`src/rtl/fixed_point_multiplier_if.sv`:
```
// Operand/result handshake bundle for the serial fixed-point multiplier.
interface fixed_point_multiplier_if #(
  parameter int WIDTH = 16
);
  logic             in_valid;
  logic             in_ready;
  logic [WIDTH-1:0] multiplicand;
  logic [WIDTH-1:0] multiplier;
  logic             out_valid;
  logic             out_ready;
  logic [WIDTH-1:0] o_result;
  logic             overflow_flag;

  modport slave (
    input  in_valid, multiplicand, multiplier, out_ready,
    output in_ready, out_valid, o_result, overflow_flag
  );

  modport master (
    output in_valid, multiplicand, multiplier, out_ready,
    input  in_ready, out_valid, o_result, overflow_flag
  );
endinterface

```
`src/rtl/fixed_point_multiplier.sv`:
```
// Signed fixed-point multiplier: sign-magnitude radix-2 shift-add over WIDTH cycles,
// followed by optional round-half-up and saturate/wrap scaling back to WIDTH bits.
module fixed_point_multiplier #(
  parameter int WIDTH    = 16,
  parameter int FRAC     = 8,
  parameter int ROUND    = 1,
  parameter int SATURATE = 1
) (
  input  logic                     clk,
  input  logic                     reset,
  fixed_point_multiplier_if.slave  bus
);

  localparam int PW  = 2 * WIDTH + 2;
  localparam int CW  = 6;
  localparam int RSH = (FRAC > 0) ? FRAC - 1 : 0;

  localparam logic [CW-1:0]          LAST_C = CW'(WIDTH);
  localparam logic [CW-1:0]          ONE_C  = {{(CW-1){1'b0}}, 1'b1};
  localparam logic [WIDTH-1:0]       ONE_W  = {{(WIDTH-1){1'b0}}, 1'b1};
  localparam logic signed [PW-1:0]   RND    = (ROUND != 0 && FRAC > 0) ? (PW'(1'b1) << RSH) : PW'(1'b0);
  localparam logic signed [PW-1:0]   MAXV   = {{(PW-WIDTH+1){1'b0}}, {(WIDTH-1){1'b1}}};
  localparam logic signed [PW-1:0]   MINV   = {{(PW-WIDTH+1){1'b1}}, {(WIDTH-1){1'b0}}};
  localparam logic [WIDTH-1:0]       MAX_W  = {1'b0, {(WIDTH-1){1'b1}}};
  localparam logic [WIDTH-1:0]       MIN_W  = {1'b1, {(WIDTH-1){1'b0}}};

  typedef enum logic [1:0] {
    IDLE = 2'd0,
    BUSY = 2'd1,
    DONE = 2'd2
  } state_t;

  state_t               state_r;
  state_t               state_nx_s;
  logic                 accept_s;
  logic [2*WIDTH-1:0]   mcand_sh_r;
  logic [2*WIDTH-1:0]   acc_r;
  logic [WIDTH-1:0]     mplier_r;
  logic                 neg_r;
  logic [CW-1:0]        cnt_r;
  logic [WIDTH-1:0]     result_r;
  logic                 ovf_r;

  // Unsigned magnitude; the most negative value maps to 2^(WIDTH-1) exactly.
  function automatic logic [WIDTH-1:0] magnitude(input logic [WIDTH-1:0] v);
    return v[WIDTH-1] ? (~v + ONE_W) : v;
  endfunction

  // Apply sign, rounding and the FRAC shift; return {overflow, clamped or wrapped result}.
  function automatic logic [WIDTH:0] scale(input logic [2*WIDTH-1:0] m, input logic n);
    logic signed [PW-1:0] mag_v;
    logic signed [PW-1:0] p_v;
    logic signed [PW-1:0] r_v;
    logic                 ovf_v;
    logic [WIDTH-1:0]     res_v;
    mag_v = {2'b00, m};
    p_v   = n ? -mag_v : mag_v;
    r_v   = (p_v + RND) >>> FRAC;
    ovf_v = (r_v > MAXV) || (r_v < MINV);
    if (ovf_v && (SATURATE != 0)) begin
      res_v = r_v[PW-1] ? MIN_W : MAX_W;
    end else begin
      res_v = r_v[WIDTH-1:0];
    end
    return {ovf_v, res_v};
  endfunction

  // State register.
  always_ff @(posedge clk or posedge reset) begin
    if (reset) begin
      state_r <= IDLE;
    end else begin
      state_r <= state_nx_s;
    end
  end

  // Next-state decode and operand-accept strobe.
  always_comb begin
    state_nx_s = state_r;
    accept_s   = 1'b0;
    case (state_r)
      IDLE: begin
        if (bus.in_valid) begin
          accept_s   = 1'b1;
          state_nx_s = BUSY;
        end else begin
          state_nx_s = IDLE;
        end
      end
      BUSY: begin
        if (cnt_r == LAST_C) begin
          state_nx_s = DONE;
        end else begin
          state_nx_s = BUSY;
        end
      end
      DONE: begin
        if (bus.out_ready) begin
          state_nx_s = IDLE;
        end else begin
          state_nx_s = DONE;
        end
      end
      default: begin
        state_nx_s = IDLE;
      end
    endcase
  end

  // Operand capture, shift-add steps and final scaling into the result registers.
  always_ff @(posedge clk or posedge reset) begin
    if (reset) begin
      mcand_sh_r <= '0;
      acc_r      <= '0;
      mplier_r   <= '0;
      neg_r      <= 1'b0;
      cnt_r      <= '0;
      result_r   <= '0;
      ovf_r      <= 1'b0;
    end else begin
      case (state_r)
        IDLE: begin
          if (accept_s) begin
            mcand_sh_r <= {{WIDTH{1'b0}}, magnitude(bus.multiplicand)};
            mplier_r   <= magnitude(bus.multiplier);
            neg_r      <= bus.multiplicand[WIDTH-1] ^ bus.multiplier[WIDTH-1];
            acc_r      <= '0;
            cnt_r      <= '0;
          end
        end
        BUSY: begin
          // cnt_r == WIDTH is the extra cycle that scales the finished magnitude.
          if (cnt_r == LAST_C) begin
            {ovf_r, result_r} <= scale(acc_r, neg_r);
          end else begin
            if (mplier_r[0]) begin
              acc_r <= acc_r + mcand_sh_r;
            end
            mcand_sh_r <= mcand_sh_r << 1;
            mplier_r   <= mplier_r >> 1;
            cnt_r      <= cnt_r + ONE_C;
          end
        end
        default: begin
        end
      endcase
    end
  end

  assign bus.in_ready      = (state_r == IDLE);
  assign bus.out_valid     = (state_r == DONE);
  assign bus.o_result      = result_r;
  assign bus.overflow_flag = ovf_r;

endmodule

```
`src/flat_wrapper.sv`:
```
// flat-port wrapper written by rule: the top's interface ports become plain ports
module fixed_point_multiplier_flat 
#(
  parameter int WIDTH    = 16,
  parameter int FRAC     = 8,
  parameter int ROUND    = 1,
  parameter int SATURATE = 1
)
  (clk, reset, bus_in_valid, bus_multiplicand, bus_multiplier, bus_out_ready, bus_in_ready, bus_out_valid, bus_o_result, bus_overflow_flag);
  fixed_point_multiplier_if #(.WIDTH(WIDTH)) bus_i ();
  input  logic clk;
  input  logic reset;
  input wire logic [$bits(bus_i.in_valid)-1:0] bus_in_valid;
  input wire logic [$bits(bus_i.multiplicand)-1:0] bus_multiplicand;
  input wire logic [$bits(bus_i.multiplier)-1:0] bus_multiplier;
  input wire logic [$bits(bus_i.out_ready)-1:0] bus_out_ready;
  output wire logic [$bits(bus_i.in_ready)-1:0] bus_in_ready;
  output wire logic [$bits(bus_i.out_valid)-1:0] bus_out_valid;
  output wire logic [$bits(bus_i.o_result)-1:0] bus_o_result;
  output wire logic [$bits(bus_i.overflow_flag)-1:0] bus_overflow_flag;
  assign bus_i.in_valid = bus_in_valid;
  assign bus_i.multiplicand = bus_multiplicand;
  assign bus_i.multiplier = bus_multiplier;
  assign bus_i.out_ready = bus_out_ready;
  assign bus_in_ready = bus_i.in_ready;
  assign bus_out_valid = bus_i.out_valid;
  assign bus_o_result = bus_i.o_result;
  assign bus_overflow_flag = bus_i.overflow_flag;
  fixed_point_multiplier #(.WIDTH(WIDTH), .FRAC(FRAC), .ROUND(ROUND), .SATURATE(SATURATE)) u_core (.clk(clk), .reset(reset), .bus(bus_i));
endmodule
```
`config.mk`:
```
export PLATFORM = sky130hd
export DESIGN_NAME = fixed_point_multiplier_flat
export DESIGN_NICKNAME = d
export VERILOG_FILES = /design/src/rtl/fixed_point_multiplier_if.sv /design/src/rtl/fixed_point_multiplier.sv /design/src/flat_wrapper.sv
export SDC_FILE = /design/constraint.sdc
export NUM_CORES = 1
export LEC_CHECK = 0
export ABC_AREA = 1
export CORE_ASPECT_RATIO = 1.1
export CORE_MARGIN = 2
export CORE_UTILIZATION = 25
export DETAILED_ROUTE_END_ITERATION = 7
export PLACE_DENSITY = 0.41
export SYNTH_ARGS = -nofsm -noshare
export SYNTH_HDL_FRONTEND = slang
export SYNTH_SLANG_ARGS = --single-unit
export TNS_END_PERCENT = 5
```
`constraint.sdc`:
```
create_clock -name clk -period 5.01 [get_ports clk]
set_input_delay 1.002 -clock clk [delete_from_list [all_inputs] [get_ports clk]]
set_output_delay 1.002 -clock clk [all_outputs]
set_load 0.02 [all_outputs]
```
# [Word level (Yosys, flattened, before mapping)]
# Index checks and enable logic that the tools add are counted.
[totals] regBits=106 word_cells=56
[op_classes] addsub=6 order_cmp=2 eq_ne=6 mux=24 bitwise=3 n_reduce_logical=7
[op_table] cell="32-bit two-way mux" n=5
[op_table] cell="32-bit case mux with 2 select lines" n=2
[op_table] cell="16-bit two-way mux" n=6
[op_table] cell="34-bit by 9-bit adder with 34-bit output (second input constant)" n=1
[op_table] cell="34-bit two-way mux" n=1
[op_table] cell="32-bit negator with 34-bit output" n=1
[op_table] cell="16-bit by 1-bit adder with 16-bit output (second input constant)" n=2
[op_table] cell="32-bit adder" n=1
[op_table] cell="16-bit NOT" n=2
[op_table] cell="16-bit case mux with 2 select lines" n=1
[op_table] cell="26-bit by 16-bit > comparator with 1-bit output (second input constant)" n=1
[op_table] cell="26-bit by 16-bit less-than comparator with 1-bit output (second input constant)" n=1
[op_table] cell="6-bit two-way mux" n=2
[op_table] cell="6-bit case mux with 2 select lines" n=1
[op_table] cell="6-bit by 1-bit adder with 6-bit output (second input constant)" n=1
[op_table] cell="6-bit by 5-bit == test with 1-bit output (second input constant)" n=1
[op_table] cell="2-bit case mux with 3 select lines" n=1
[op_table] cell="2-bit two-way mux" n=2
[op_table] cell="2-bit by 1-bit inequality test with 1-bit output (second input constant)" n=2
[op_table] cell="2-bit AND reduction" n=2
[op_table] cell="4-bit AND reduction" n=1
[op_table] cell="1-bit two-way mux" n=3
[op_table] cell="3-bit AND reduction" n=1
[op_table] cell="2-bit by 1-bit == test with 1-bit output (second input constant)" n=1
[op_table] cell="other kinds (6)" n=6

# [Logic depth before layout (Yosys ltp)]
[logic_depth] ltp_word=6 depth_mapped=26

# [Least setup slack after synthesis]
# Ideal clock, no wire load.
[synth_path] path_kind="input port to flip-flop" startpoint="input bus_multiplier[1]" endpoint="register u_core.mplier_r[14]" setup_time_ns=0.083 arrival_time_ns=2.747 required_time_ns=4.927 setup_slack_ns=2.181 stages=15 path_cell_list="inv_1 > ha_1 > inv_1 > nor3_1 > inv_1 > nor3_1 > inv_1 > nor3_1 > nand2_1 > or3_1 > o21ai_0 > a21oi_1 > o21ai_0 > o21ai_0 > o21ai_0"
[synth_between] elab_chain_cells=5
[synth_lines] element="start: declaration" line="flat_wrapper.sv:15" rtl="input wire logic [$bits(bus_i.multiplier)-1:0] bus_multiplier;"
[synth_lines] element="16-bit NOT" line="fixed_point_multiplier.sv:46" rtl="return v[WIDTH-1] ? (~v + ONE_W) : v;"
[synth_lines] element="16-bit by 1-bit adder with 16-bit output" line="fixed_point_multiplier.sv:46"
[synth_lines] element="16-bit two-way mux" line="fixed_point_multiplier.sv:46"
[synth_lines] element="16-bit two-way mux" line="fixed_point_multiplier.sv:123" rtl="if (accept_s) begin"
[synth_lines] element="16-bit case mux with 2 select lines" line="fixed_point_multiplier.sv:121" rtl="case (state_r)"
[synth_lines] element="end signal: assignment" line="fixed_point_multiplier.sv:125" rtl="mplier_r <= magnitude(bus.multiplier);"
[synth_lines] element="end signal: assignment" line="fixed_point_multiplier.sv:140" rtl="mplier_r <= mplier_r >> 1;"
[synth_lines] element="end: declaration" line="fixed_point_multiplier.sv:38" rtl="logic [WIDTH-1:0] mplier_r;"
# No other way between the ends. The select of a mux whose other input is x is not followed.
# A chain may end at the register's enable or synchronous reset.

# [Worst setup path after layout]
[layout_path] startpoint="register u_core.neg_r" endpoint="register u_core.result_r[2] (netlist: u_core.bus.o_result[2])"
[layout_between] elab_chain_cells=5 elab_cells_between_ends=7 cone_classes="1 x add/sub; 2 x order compare; 3 x mux; 1 x reduce/logical"
[layout_lines] element="start: declaration" line="fixed_point_multiplier.sv:39" rtl="logic neg_r;"
[layout_lines] element="start signal: assignment" line="fixed_point_multiplier.sv:126" rtl="neg_r <= bus.multiplicand[WIDTH-1] ^ bus.multiplier[WIDTH-1];"
[layout_lines] element="34-bit two-way mux *" line="fixed_point_multiplier.sv:57" rtl="p_v = n ? -mag_v : mag_v;"
[layout_lines] element="34-bit by 9-bit adder with 34-bit output *" line="fixed_point_multiplier.sv:58" rtl="r_v = (p_v + RND) >>> FRAC;"
[layout_lines] element="26-bit by 16-bit > comparator with 1-bit output / 26-bit by 16-bit less-than comparator with 1-bit output (equally long branches)" line="fixed_point_multiplier.sv:59" rtl="ovf_v = (r_v > MAXV) || (r_v < MINV);"
[layout_lines] element="1-bit logical OR" line="fixed_point_multiplier.sv:59"
[layout_lines] element="16-bit two-way mux *" line="fixed_point_multiplier.sv:60" rtl="if (ovf_v && (SATURATE != 0)) begin"
[layout_lines] element="end signal: assignment" line="fixed_point_multiplier.sv:134" rtl="{ovf_r, result_r} <= scale(acc_r, neg_r);"
[layout_lines] element="end: declaration" line="fixed_point_multiplier.sv:41" rtl="logic [WIDTH-1:0] result_r;"
# Every way passes the cells marked *; elsewhere a longest branch is shown, timed or not.

==> summary.txt <==
Outcome
  – Outcome: finished, final reports clean

Layout
  – Total area of sequential cells: around 2700 µm²
  – Antenna Cells: 0
  – Share of cells above drive strength 1: 0.0835
  – Non-filler cells in the finished layout: between 1.5k and 2k
  – Fill count: 3722
  – Synthesis-to-layout area growth: 15.9%
  – NumNets Final: ~1.4k
  – Multi-input gate area: around 5200 µm²

Synth
  – Seq cells post-synth: ~110
  – Top-area cell type share of the netlist area: 0.312
  – Yosys cell types: 46
  – Top FF cell, synth: dfrtp_1
  – Top-count cell post-synth: nand2_1
  – Async set or reset register ratio after synthesis: 1.00
  – Commonest cells in the synthesized netlist: nand2_1, o21ai_0, inv_1, nor2_1, dfrtp_1
  – Area leader, netlist: dfrtp_1
  – Largest cells by area after synthesis: dfrtp_1, nand2_1, o21ai_0
  – Cell area after synthesis: around 8500 µm²
  – EDFF count, synth: 0
  – Syn_area_per_cell: 6.56 µm²
  – Yosys warnings: 0
  – Post-Syn Nets: about 1.4k
  – Sequential-to-total area share from yosys stat: 0.312
  – Syn Inst Count: 1294

Clocking
  – Setup Fix Bufs, Post-CTS: 0
  – CTS tree: built
  – Max clock buf depth: 2
  – Clk sinks: between 100 and 150
  – Clock H-tree levels: 3
  – Clk slew on worst S/H paths: 0.08 ns
  – CTS buffer count: 9
  – Cells resized by post-CTS repair: 0
  – CTS root buf: clkbuf_16
  – Clock latency on the worst-skew pair: 0.36 ns
  – Cts hold-fix bufs: 0

Floorplanning
  – Row Count: 70
  – Boundary pin count: between 50 and 60
  – Die H: 197 µm
  – Die width: 180 µm
  – Initial Util: 0.254
  – Die ar.: approximately 35000 µm²
  – Core area: around 33000 µm²

Routing
  – Vias per Instance: between 4 and 5
  – Initial DRC Count: 463
  – DR vias: 8245
  – Routed wire length: 26400 µm
  – WL/cell: 14.9 µm
  – Post-route DRC: 0
  – Detail Route Antenna Nets: 0
  – DRT Pass-1 Iters: 5

GRT
  – Wire length of the first global-routing pass: between 40000 and 50000 µm
  – Vias in the first global route: between 8k and 9k
  – Total GRT Usage: 0.152
  – Congestion Overflow GR: 0
  – Antenna violations before repair: 0
  – Largest net degree at the start of global routing: between 70 and 80

Power and ir drop
  – LEAKAGE: about 4.5 nW
  – Maximum VDD drop: 216 µV
  – Pwr/cell area: between 600 and 700 nW/µm²

STA
  – Final WS setup: around 1.8 ns
  – Max Fclk: 308 MHz
  – Slew Limit Fails: 0
  – Final period util: 0.647
  – Hold slack: about 0.48 ns
  – Slew headroom: 0.454
  – # setup viols final: 0
  – Worst-Margin Slew: a little over 0.8 ns
  – RSZ-0062 raised after global routing: false
  – Max Clock Skew: 0.00964 ns
  – Final hold viol count: 0
  – Setup TNS: 0 ns
  – Final min period: approximately 3.2 ns

Placed design
  – Cell total after placement: ~1.8k
  – HPWL after detailed placement: slightly above 20000 µm
  – GPL Wtd Cong: about 0.86
  – Buffers on Ports: 54
  – DP Worst Slack: 1.42 ns

Hold path
  – Hold Path End: u_core.mplier_r[8]$_DFFE_PP0P_
  – Worst hold stages: 2
  – HP Class: flop to flop
  – Hold_sp: u_core.mplier_r[8]$_DFFE_PP0P_

Worst setup path
  – Worst R2R Path Depth: 21
  – Worst setup EP type: flop
  – Reg2reg setup slack: 1.77 ns
  – Crit path max fanout: 43
  – Crit Reg-Reg Endpoint: u_core.bus.o_result[2]$_DFFE_PP0P_
  – Worst EP required: between 5 and 6 ns
  – CP Class: flop to flop
  – Reg2reg start: u_core.neg_r$_DFFE_PP0P_
  – Critical Path AT: roughly 3.5 ns
  – Startpoint types: flop

Job
  – Maximum Capacitance Violations: 0
## cells in the final DEF (no fill, tap or decap), drive strengths merged, types with 2 or more instances in the layout
master         netlist  layout
buf                  7       9
inv                128     129
or3                  2       2
o221ai               3       3
a21oi               69      69
bufinv               0       2
o21ai              144     144
a31oi                3       3
or2                  8       8
xor2                13      13
clkbuf              25      11
nand4                9       9
nand3               80      80
nand2              436     436
a22o                 2       2
ha                  36      36
o211ai              11      11
clkdlybuf4s50        0      54
nor2               140     140
o21bai               7       7
xnor2                7       7
o22ai               18      18
clkinv               3       4
nor3                24      24
o31ai                4       4
dfrtp              106     106
## metal layers
layer / GRT usage / share of wire
met4: 0.0431 / 0.018
met1: 0.198 / 0.48
met5: 0 / 0
met2: 0.265 / 0.48
met3: 0.0181 / 0.021
## how the worst max path moves through the flow
stage | start | end | slack, ns | depth (start not counted)
floorplan | reset | u_core.acc_r[0]$_DFFE_PP0P_ | 1.22 | 1
global placement | bus_multiplier[0] | u_core.mplier_r[14]$_DFFE_PP0P_ | 1.52 | 16
detailed placement | bus_multiplier[0] | u_core.mplier_r[14]$_DFFE_PP0P_ | 1.42 | 16
CTS | u_core.neg_r$_DFFE_PP0P_ | u_core.bus.o_result[2]$_DFFE_PP0P_ | 1.74 | 21
global route | bus_multiplier[0] | u_core.mplier_r[14]$_DFFE_PP0P_ | 1.27 | 16
finish | u_core.neg_r$_DFFE_PP0P_ | u_core.bus.o_result[2]$_DFFE_PP0P_ | 1.77 | 21
## where the power goes
part | switching [mW] | internal, mW | leakage [nW]
Sequential | 0.374 | 1.23 | 1.35
Clock | 0.357 | 0.469 | 0.162
Combinational | 2.60 | 1.31 | 3.00
## final cells by class
cell class	instances	share of cell area
well taps	432	0.0549
multi-input cells	1025	0.529
repair buffers	63	0.0618
clock buffers	11	0.0257
clock inverters	5	0.00865
flip-flops and latches	106	0.270
inverters	131	0.0502
## flip-flops by register name (all words and copies together), names as in the netlist
signal                    count
u_core.cnt_r                  6
u_core.acc_r                 32
u_core.bus.o_result          16
u_core.neg_r                  1
u_core.bus.overflow_flag      1
u_core.state_r                2
u_core.mplier_r              16
u_core.mcand_sh_r            32
## cells by family after synthesis
group | Yosys count | synth area share
xor gates and xnor gates | 20 | 0.0206
and+or+nand+nor | 703 | 0.366
DFF | 106 | 0.312
adders and majority gates | 37 | 0.0554
AOI/OAI and AO/OA | 265 | 0.170
buffers and inverters | 163 | 0.0762
## critical path, cell delays in order, from the launching register on
cell	delay, ns
dfrtp_1	0.33
buf_4	0.40
inv_1	0.33
nor2_1	0.16
nand2_1	0.06
nand2_1	0.11
ha_1	0.19
nand2_1	0.13
nor2_8	0.15
nand2_2	0.11
nor2_2	0.19
nand2_1	0.08
nand2_1	0.06
nand2_1	0.06
nor2_1	0.08
nand2_1	0.07
nor2_2	0.16
nand2_4	0.10
nand3_4	0.17
nand2_1	0.08
nand2_1	0.06
nand2_1	0.05
## through the flow
stage               cell area (µm²)  power, mW  utilization
CTS                            9840       6.44        0.295
detailed placement             9500       5.57        0.285
global route                   9840       7.03        0.295
global placement               9500       5.57        0.285
floorplan                      8490       4.37            -
finish                         9840       6.34        0.295
(Power assumes the default switching activity.)
